### src/rtl/decrypt_mac_engine.sv
// Iterative ROUNDS-round block decryptor with valid/ready handshakes and a running
// per-message MAC that is checked against the supplied tag on the last block.
module decrypt_mac_engine #(
    parameter int unsigned N      = 8,
    parameter int unsigned ROUNDS = 4
) (
    input  logic         clock_i,
    input  logic         reset_n_i,
    input  logic         in_valid_i,
    output logic         in_ready_o,
    input  logic [N-1:0] in_key_i,
    input  logic [N-1:0] in_data_i,
    input  logic         in_last_i,
    input  logic [N-1:0] in_tag_i,
    output logic         out_valid_o,
    input  logic         out_ready_i,
    output logic [N-1:0] out_data_o,
    output logic         out_last_o,
    output logic [N-1:0] out_mac_o,
    output logic         out_mac_ok_o
);

    localparam logic [1:0] StIdle  = 2'd0;
    localparam logic [1:0] StRound = 2'd1;
    localparam logic [1:0] StHold  = 2'd2;

    localparam logic [N-1:0] LastRound = N'(ROUNDS - 1);
    localparam logic [N-1:0] One       = {{(N-1){1'b0}}, 1'b1};

    function automatic logic [N-1:0] rotl1(input logic [N-1:0] x);
        return {x[N-2:0], x[N-1]};
    endfunction

    function automatic logic [N-1:0] rotr1(input logic [N-1:0] x);
        return {x[0], x[N-1:1]};
    endfunction

    function automatic logic [N-1:0] round_key(input logic [N-1:0] key,
                                               input logic [N-1:0] r);
        int unsigned  amt;
        logic [N-1:0] rot;
        amt = 32'(r) % N;
        rot = key;
        for (int unsigned i = 0; i < N; i++) begin
            if (i < amt) rot = rotl1(rot);
        end
        return rot ^ r;
    endfunction

    logic [1:0]   state_q, state_d;
    logic [N-1:0] s_q, s_d;
    logic [N-1:0] r_q, r_d;
    logic [N-1:0] key_q, key_d;
    logic [N-1:0] mac_q, mac_d;
    logic [N-1:0] tag_q, tag_d;
    logic [N-1:0] omac_q, omac_d;
    logic         last_q, last_d;
    logic         active_q, active_d;
    logic         ok_q, ok_d;

    logic [N-1:0] rnd;
    logic [N-1:0] mac_next;
    logic [N-1:0] final_mac;
    logic         hold;

    assign rnd       = rotr1(s_q) ^ round_key(key_q, r_q);
    assign mac_next  = rotl1(mac_q ^ rnd);
    assign final_mac = mac_next ^ key_q;
    assign hold      = (state_q == StHold);

    // in_ready is forced low for as long as reset is held
    assign in_ready_o   = reset_n_i && (state_q == StIdle);
    assign out_valid_o  = hold;
    assign out_data_o   = hold ? s_q : '0;
    assign out_last_o   = hold && last_q;
    assign out_mac_o    = (hold && last_q) ? omac_q : '0;
    assign out_mac_ok_o = hold && last_q && ok_q;

    always_comb begin
        state_d  = state_q;
        s_d      = s_q;
        r_d      = r_q;
        key_d    = key_q;
        mac_d    = mac_q;
        tag_d    = tag_q;
        omac_d   = omac_q;
        last_d   = last_q;
        active_d = active_q;
        ok_d     = ok_q;
        unique case (state_q)
            StIdle: begin
                if (in_valid_i) begin
                    s_d     = in_data_i;
                    last_d  = in_last_i;
                    r_d     = LastRound;
                    state_d = StRound;
                    if (in_last_i) tag_d = in_tag_i;
                    // key and MAC restart only on the first block of a message
                    if (!active_q) begin
                        key_d = in_key_i;
                        mac_d = '0;
                    end
                end
            end
            StRound: begin
                s_d = rnd;
                r_d = r_q - One;
                if (r_q == '0) begin
                    state_d = StHold;
                    mac_d   = mac_next;
                    omac_d  = last_q ? final_mac : '0;
                    ok_d    = last_q && (final_mac == tag_q);
                end
            end
            StHold: begin
                if (out_ready_i) begin
                    state_d  = StIdle;
                    active_d = !last_q;
                end
            end
            default: state_d = StIdle;
        endcase
    end

    always_ff @(posedge clock_i or negedge reset_n_i) begin
        if (!reset_n_i) begin
            state_q  <= StIdle;
            s_q      <= '0;
            r_q      <= '0;
            key_q    <= '0;
            mac_q    <= '0;
            tag_q    <= '0;
            omac_q   <= '0;
            last_q   <= 1'b0;
            active_q <= 1'b0;
            ok_q     <= 1'b0;
        end else begin
            state_q  <= state_d;
            s_q      <= s_d;
            r_q      <= r_d;
            key_q    <= key_d;
            mac_q    <= mac_d;
            tag_q    <= tag_d;
            omac_q   <= omac_d;
            last_q   <= last_d;
            active_q <= active_d;
            ok_q     <= ok_d;
        end
    end

endmodule

### config.mk
export PLATFORM = sky130hd
export DESIGN_NAME = decrypt_mac_engine
export DESIGN_NICKNAME = d
export VERILOG_FILES = /design/src/rtl/decrypt_mac_engine.sv
export SDC_FILE = /design/constraint.sdc
export NUM_CORES = 1
export LEC_CHECK = 0
export BUFFER_PORTS_ARGS = -buffer_cell sky130_fd_sc_hd__clkbuf_2
export CAP_MARGIN = 25
export CORE_MARGIN = 2
export CORE_UTILIZATION = 25
export CTS_CLUSTER_DIAMETER = 150
export CTS_CLUSTER_SIZE = 20
export DETAILED_ROUTE_END_ITERATION = 7
export HOLD_SLACK_MARGIN = 0.03
export PLACE_DENSITY = 0.5
export SLEW_MARGIN = 10
export SYNTH_ARGS = -nofsm -noshare
export SYNTH_HDL_FRONTEND = slang
export SYNTH_SLANG_ARGS = --single-unit
### constraint.sdc
create_clock -name clock_i -period 3.3 [get_ports clock_i]
set_input_delay 0.165 -clock clock_i [delete_from_list [all_inputs] [get_ports clock_i]]
set_output_delay 0.165 -clock clock_i [all_outputs]
set_load 0.1 [all_outputs]
; ---- After elaboration in Yosys (flattened, before gate mapping)
; Cells that the tools add are included.
[classes]
add_sub_neg = 1
magnitude_cmp = 8
eq_ne = 7
n_mux = 23
bitwise_logic = 5
reduce_logical = 16
[ops]
columns = operator, count
row1 = 8-bit two-way mux, 16
row2 = 8-bit case mux with 2 select lines, 3
row3 = 8-bit XOR, 4
row4 = 3-bit less-than comparator (first input constant), 4
row5 = 3-bit AND reduction, 3
row6 = 8-bit == test, 1
row7 = 8-bit zero test, 1
row8 = 2-bit inequality test (second input constant), 4
row9 = 2-bit AND reduction, 4
row10 = 8-bit by 1-bit subtractor with 8-bit output (second input constant), 1
row11 = 1-bit by 3-bit less-than comparator with 1-bit output (first input constant), 2
row12 = 2-bit by 3-bit less-than comparator with 1-bit output (first input constant), 2
row13 = 2-bit two-way mux, 3
row14 = 2-bit case mux with 3 select lines, 1
row15 = 1-bit logical AND, 4
row16 = 4-bit AND reduction, 1
row17 = 2-bit by 1-bit == test with 1-bit output (second input constant), 1
row18 = 2-bit == test (second input constant), 1
row19 = 2-bit zero test, 1
row20 = 2-bit nonzero test, 1
row21 = 1-bit zero test, 1
row22 = 1-bit inverter, 1
[totals]
regBits = 53
in_bits = 29
out_inout_bits = 20
wordCells = 70

; ---- Logic depth before layout (Yosys ltp)
; Gate-level depths: netlist of the first run.
[depth]
word_depth = 15
ltp_mapped = 9
mapped_depth_nobuf = 8

; ---- Worst setup path after synthesis of the first run
; OpenSTA, ideal clock, no wires.
[synth_path]
path_type = register to output
from = reg state_q[0]
to = out in_ready_o
t_arrival_ps = 2989
required_time_ps = 3135
slack_ps = 146
path_stages_with_launch = 4
n_path_buf = 2
cell_sequence = dfrtp_1 -> clkbuf_1 -> buf_1 -> nor3b_1
[synth_via]
elab_chain_len = 2
[synth_lines]
columns = item, line
row1 = "start, declared", 50  ; logic [1:0] state_q, state_d;
row2 = "start signal, assigned", 127  ; state_q <= StIdle;
row3 = "start signal, assigned", 138  ; state_q <= state_d;
row4 = 2-bit zero test, 72  ; assign in_ready_o = reset_n_i && (state_q == StIdle);
row5 = 1-bit logical AND, 72
row6 = "end, declared", 10  ; output logic in_ready_o,
; No other way between the ends.

; ---- Worst setup path after layout of the first run
[layout_path]
from = reg r_q[0]
to = reg ok_q
[layout_via]
elab_chain_len = 15
word_cells_on_any_way = 24
classes_between = 8 x order compare / 1 x eq/ne / 8 x mux / 4 x bitwise / 3 x reduce/logical
[layout_lines]
columns = item, line
row1 = "start, declared", 52  ; logic [N-1:0] r_q, r_d;
row2 = "start signal, assigned", 140  ; r_q <= r_d;
row3 = 1-bit by 3-bit less-than comparator with 1-bit output, 45  ; if (i < amt) rot = rotl1(rot);
row4 = 8-bit two-way mux (8 in series), 45
row5 = 8-bit XOR, 47  ; return rot ^ r;
row6 = 8-bit XOR, 66  ; assign rnd = rotr1(s_q) ^ round_key(key_q, r_q);
row7 = 8-bit XOR, 67  ; assign mac_next = rotl1(mac_q ^ rnd);
row8 = 8-bit XOR, 68  ; assign final_mac = mac_next ^ key_q;
row9 = 8-bit == test, 112  ; ok_d = last_q && (final_mac == tag_q);
row10 = 1-bit logical AND, 112
row11 = "end signal, assigned", 147  ; ok_q <= ok_d;
row12 = "end, declared", 59  ; logic ok_q, ok_d;
; Parallel ways exist; a longest one is shown, timed or not.
; A chain may end at the register's enable or synchronous reset.

==> results.sh, run 1 <==
export IMPL_grt_antenna_before_repair=0
export IMPL_clk_pin_slew_ns=0.07
export IMPL_synth_top_area_share_pct=37.1
export IMPL_yosysWarnings=0
export IMPL_period_share_pct=91.1
export IMPL_fp_coreArea_um2=13900
export IMPL_fin_nets=422
export IMPL_die_x_um=124
export IMPL_routed_via_density=4.82
export IMPL_grt_max_degree=54
export IMPL_slew_headroom_pct=51.6
export IMPL_area_delta_synth_final_pct=16.9
export IMPL_fin_crit_ns=3.01
export IMPL_mostFrequentLayoutCells="dfrtp_1, clkbuf_2, nand2_1"
export IMPL_start_kind="flop"
export IMPL_hold_viol_final=0
export IMPL_synthesis_area_um2=3570
export IMPL_cts_sinks=53
export IMPL_avgSynthCellArea_um2=10.2
export IMPL_synth_area_leader_cell="dfrtp_1"
export IMPL_grt_pass1_vias=2815
export IMPL_ios=49
export IMPL_ys_seq_area_share_pct=37.1
export IMPL_gr_usage_all_layers_pct=13.4
export IMPL_holdBufCountCts=0
export IMPL_rsz0062_at_grt="false"
export IMPL_timing_rr_end="ok_q"
export IMPL_drtAntennaViolNets=0
export IMPL_place_congestion=0.850
export IMPL_fill_cells=1468
export IMPL_synth_cells=351
export IMPL_required_ns=3.50
export IMPL_slew_violations=0
export IMPL_rr_worst_depth=8
export IMPL_cts_setup_buffers=0
export IMPL_htree_levels=2
export IMPL_vias=2758
export IMPL_cts_tree="built"
export IMPL_wirelength_um=9620
export IMPL_dieArea_um2=15300
export IMPL_synthArstFlopShare_pct=100
export IMPL_grt_pass1_wl_um=15600
export IMPL_dp_hpwl_um=7370
export IMPL_fp_row_count=43
export IMPL_finalInstanceArea_um2=4180
export IMPL_setup_violations=0
export IMPL_cts_buffers_inserted=5
export IMPL_die_h_um=124
export IMPL_syn_num_nets=382
export IMPL_timing_fmax_mhz=332
export IMPL_crit_fanout=12
export IMPL_worstSetupPathType="flop to flop"
export IMPL_status="finished clean"
export IMPL_cts_resized=0
export IMPL_synth_seq_cells=53
export IMPL_initial_core_util_pct=25.7
export IMPL_drc=0
export IMPL_n_antenna_cell=0
export IMPL_hold_path_class="primary input to asynchronous set/reset pin"
export IMPL_tns_ns=0
export IMPL_rrSetupSlack_ns=0.29
export IMPL_crit_arrival_ns=3.21
export IMPL_maxCapViolations=0
export IMPL_dominantRegCellSynth="dfrtp_1"
export IMPL_grt_overflow_total=0
export IMPL_firstDrtPassIters=4
export IMPL_cp_end_kind="flop"
export IMPL_clk_path_buf_depth=2
export IMPL_drt_initial_drc_count=167
export IMPL_final_common_cell="dfrtp_1"
export IMPL_worstSkewPairLatency_ns=0.29
export IMPL_io_buffers=48
export IMPL_yosys_top_cells_area="dfrtp_1, xnor2_1, mux4_2"
export IMPL_finClkSkew_ns=0.00420
export IMPL_synth_edf_count=0
export IMPL_regToRegStartpoint="r_q[0]"
export IMPL_drive_gt1_share_pct=25.5
export IMPL_wl_per_cell_um=16.8
export IMPL_cts_root_buf="clkbuf_16"
export IMPL_placed_cell_area_um2=4010
export IMPL_worst_pin_slew_ns=0.721
export IMPL_ys_types=54
==> synth_stat cells (2+ instances only) <==
cell type and n:
inv_2 2, nand2_1 34, o22a_1 8, o2111ai_1 2, nand3_1 5, nand4_1 3
nor3_1 6, and2_1 10, dfrtp_1 53, a21oi_1 11, buf_1 2, nor2_1 15
o22ai_1 7, ha_1 2, o21ai_1 14, clkbuf_1 17, xnor3_1 4, o21ai_0 15
and3_1 9, mux4_2 11, mux2i_1 9, xor2_1 22, nor4_1 2, nor3b_1 3
xnor2_1 29, mux2_2 13, buf_2 5, inv_1 7, a32o_1 2, mux2i_4 2
mux2_1 4
==> worst max path at each step <==
stage	cells after the start	end	from	slack [ns]
2_1_floorplan	3	in_ready_o	state_q[0]	0.15
3_3_place_gp	8	ok_q	r_q[0]	0.37
3_5_place_dp	8	ok_q	r_q[0]	0.33
4_1_cts	8	ok_q	r_q[0]	0.30
5_1_grt	8	ok_q	r_q[0]	0.09
6_report	8	ok_q	r_q[0]	0.29
==> layer usage <==
layer  global-route usage, %  wire length, um  up-vias
li1                        -                -     1330
met1                    19.2             4620     1354
met2                    21.2             4410       64
met3                    2.24              491       10
met4                    2.77               93        0
met5                       0                0        -
==> state kept, by name, summed over array words and instances, names as in the netlist <==
signal,cells
s_q,8
tag_q,8
active_q,1
r_q,8
last_q,1
key_q,8
ok_q,1
state_q,2
omac_q,8
mac_q,8
==> per-stage QoR <==
step	utilization [%]	std cells	hold slack, ns	setup WS (ns)
2_1_floorplan	-	351	-0.131	0.146
3_3_place_gp	28.8	564	0.374	0.373
4_1_cts	30.0	572	0.0711	0.301
3_5_place_dp	28.8	564	0.375	0.328
5_1_grt	30.0	572	0.0772	0.0917
6_report	30.0	572	0.0644	0.292
==> critical path, cell delays in order (launching register included) <==
cell	delay [ns]
dfrtp_1	0.68
buf_4	0.29
mux2i_1	0.11
mux4_2	0.57
xnor3_1	0.42
xnor2_1	0.29
xor2_1	0.21
nand3_1	0.11
o31ai_2	0.23
==> cell type report <==
type / count / area [um2] / share of cell area [%]
sequential: 53 / 1330 / 31.7
tap: 180 / 225 / 5.39
timing repair buffer: 59 / 323 / 7.72
clock buffer: 7 / 143 / 3.41
multi-input combinational: 263 / 2100 / 50.2
inverter: 9 / 33.8 / 0.808
clock inverter: 1 / 30.0 / 0.718
==> kinds of logic (layout without fill, tap and decap cells) <==
logic type	count (synthesis)	count (layout)	synth area share (%)
mux	39	39	16.1
flops	53	53	37.1
fa+ha+maj	2	2	0.700
compound gates	69	69	12.5
xor+xnor	56	56	15.5
simple gates	97	97	14.0
buf+inv	35	76	4.17
Power of run 1 is not shown: default switching activity piles up to over one toggle a cycle in this logic, so the estimate is an artifact.
==> run 2: changes to the inputs <==
- PLACE_DENSITY: 0.5 -> 0.45
==> run 2 against run 1 <==
  * Final area hardly changed
  * Critical path depth is the same
  * Clock-buffer cell count shrank 2
  * Die area unchanged
  * Final cell count is 0.35% lower
  * Critical path type unchanged
  * Fmax is 2.6% higher
  * Largest cell class unchanged
==> results.sh, run 2 (same netlist as run 1, synthesis figures left out) <==
export IMPL_timing_rr_end="ok_q"
export IMPL_drtAntennaViolNets=0
export IMPL_fp_coreArea_um2=13900
export IMPL_vias=2746
export IMPL_crit_fanout=13
export IMPL_final_common_cell="dfrtp_1"
export IMPL_cp_end_kind="flop"
export IMPL_clk_path_buf_depth=2
export IMPL_grt_overflow_total=0
export IMPL_grt_use_met3_pct=1.92
export IMPL_gr_usage_all_layers_pct=13.1
export IMPL_period_share_pct=88.8
export IMPL_cts_setup_buffers=0
export IMPL_drt_initial_drc_count=162
export IMPL_cts_tree="built"
export IMPL_grt_antenna_before_repair=0
export IMPL_slew_headroom_pct=49.4
export IMPL_die_h_um=124
export IMPL_fin_nets=420
export IMPL_firstDrtPassIters=4
export IMPL_fin_crit_ns=2.93
export IMPL_crit_arrival_ns=3.13
export IMPL_gr_max_usage_layer="met2"
export IMPL_critPathLaunch="r_q[0]"
export IMPL_fp_row_count=43
export IMPL_tns_ns=0
export IMPL_grt_max_degree=54
export IMPL_rr_worst_depth=8
export IMPL_timing_fmax_mhz=341
export IMPL_start_kind="flop"
export IMPL_initial_core_util_pct=25.7
export IMPL_dieArea_um2=15300
export IMPL_cts_sinks=53
export IMPL_grt_pass1_wl_um=15300
export IMPL_finalWorstSetupSlack_ns=0.368
export IMPL_io_buffers=48
export IMPL_routed_via_density=4.82
export IMPL_maxCapViolations=0
export IMPL_holdBufCountCts=0
export IMPL_rrSetupSlack_ns=0.37
export IMPL_n_antenna_cell=0
export IMPL_status="finished clean"
export IMPL_dp_cells=562
export IMPL_setup_violations=0
export IMPL_grt_met2_usage_pct=20.2
export IMPL_ios=49
export IMPL_grtUsageMet1_pct=19.8
export IMPL_worstSkewPairLatency_ns=0.29
export IMPL_area_delta_synth_final_pct=17.0
export IMPL_clk_pin_slew_ns=0.07
export IMPL_slew_violations=0
export IMPL_endpoint="ok_q"
export IMPL_required_ns=3.50
export IMPL_wl_per_cell_um=16.9
export IMPL_drive_gt1_share_pct=25.4
export IMPL_hold_path_class="primary input to asynchronous set/reset pin"
export IMPL_htree_levels=2
export IMPL_utilization_pct=30.0
export IMPL_drc=0
export IMPL_cts_root_buf="clkbuf_16"
export IMPL_worstSetupPathType="flop to flop"
export IMPL_dp_slack_ns=0.379
export IMPL_place_congestion=0.850
export IMPL_grt_pass1_vias=2712
export IMPL_cts_resized=0
export IMPL_regToRegStartpoint="r_q[0]"
export IMPL_dp_hpwl_um=7490
export IMPL_wirelength_um=9650
export IMPL_cts_buffers_inserted=5
export IMPL_hold_viol_final=0
export IMPL_instances_no_fill=570
export IMPL_worst_pin_slew_ns=0.754
export IMPL_rsz0062_at_grt="false"
export IMPL_mostFrequentLayoutCells="dfrtp_1, clkbuf_2, nand2_1"
export IMPL_die_x_um=124
export IMPL_finClkSkew_ns=0.00692
run 2: worst min-delay path by stage:
stage | startpoint | end | slack, ns | depth (start not counted)
6_report | reset_n_i | r_q[7] | 0.06 | 2
5_1_grt | out_ready_i | state_q[1] | 0.07 | 2
4_1_cts | out_ready_i | state_q[1] | 0.06 | 2
3_3_place_gp | out_ready_i | state_q[1] | 0.37 | 2
3_5_place_dp | out_ready_i | state_q[1] | 0.38 | 2
2_1_floorplan | reset_n_i | active_q | -0.13 | 0
run 2: metrics by stage:
stage               cell area (um2)  hold slack, ns
floorplan                      3570          -0.131
global placement               3990           0.371
detailed placement             3990           0.376
CTS                            4180          0.0604
global route                   4180          0.0683
finish                         4180          0.0610
run 2: layer usage:
layer	vias to the layer above	routed length (um)
li1	1331	-
met1	1343	4830
met2	65	4300
met3	7	445
met4	0	82
met5	-	0
run 2: critical path, cell delays in order, from the launching register on:
cell and delay [ns]:
dfrtp_1 0.71, buf_4 0.28, mux4_2 0.35, mux2_2 0.32, xnor3_1 0.37, xnor2_1 0.27, xor2_1 0.18, nand3_1 0.11
o31ai_2 0.25
run 2: final cells by class:
class                   instances  area [um2]
clock buffers                   5         125
clock inverters                 3        65.1
fillers                      1458        9750
inverters                       9        33.8
multi-input cells             263        2100
flip-flops and latches         53        1330
well taps                     180         225
repair buffers                 57         308
Power of run 2 is left out for the same reason.
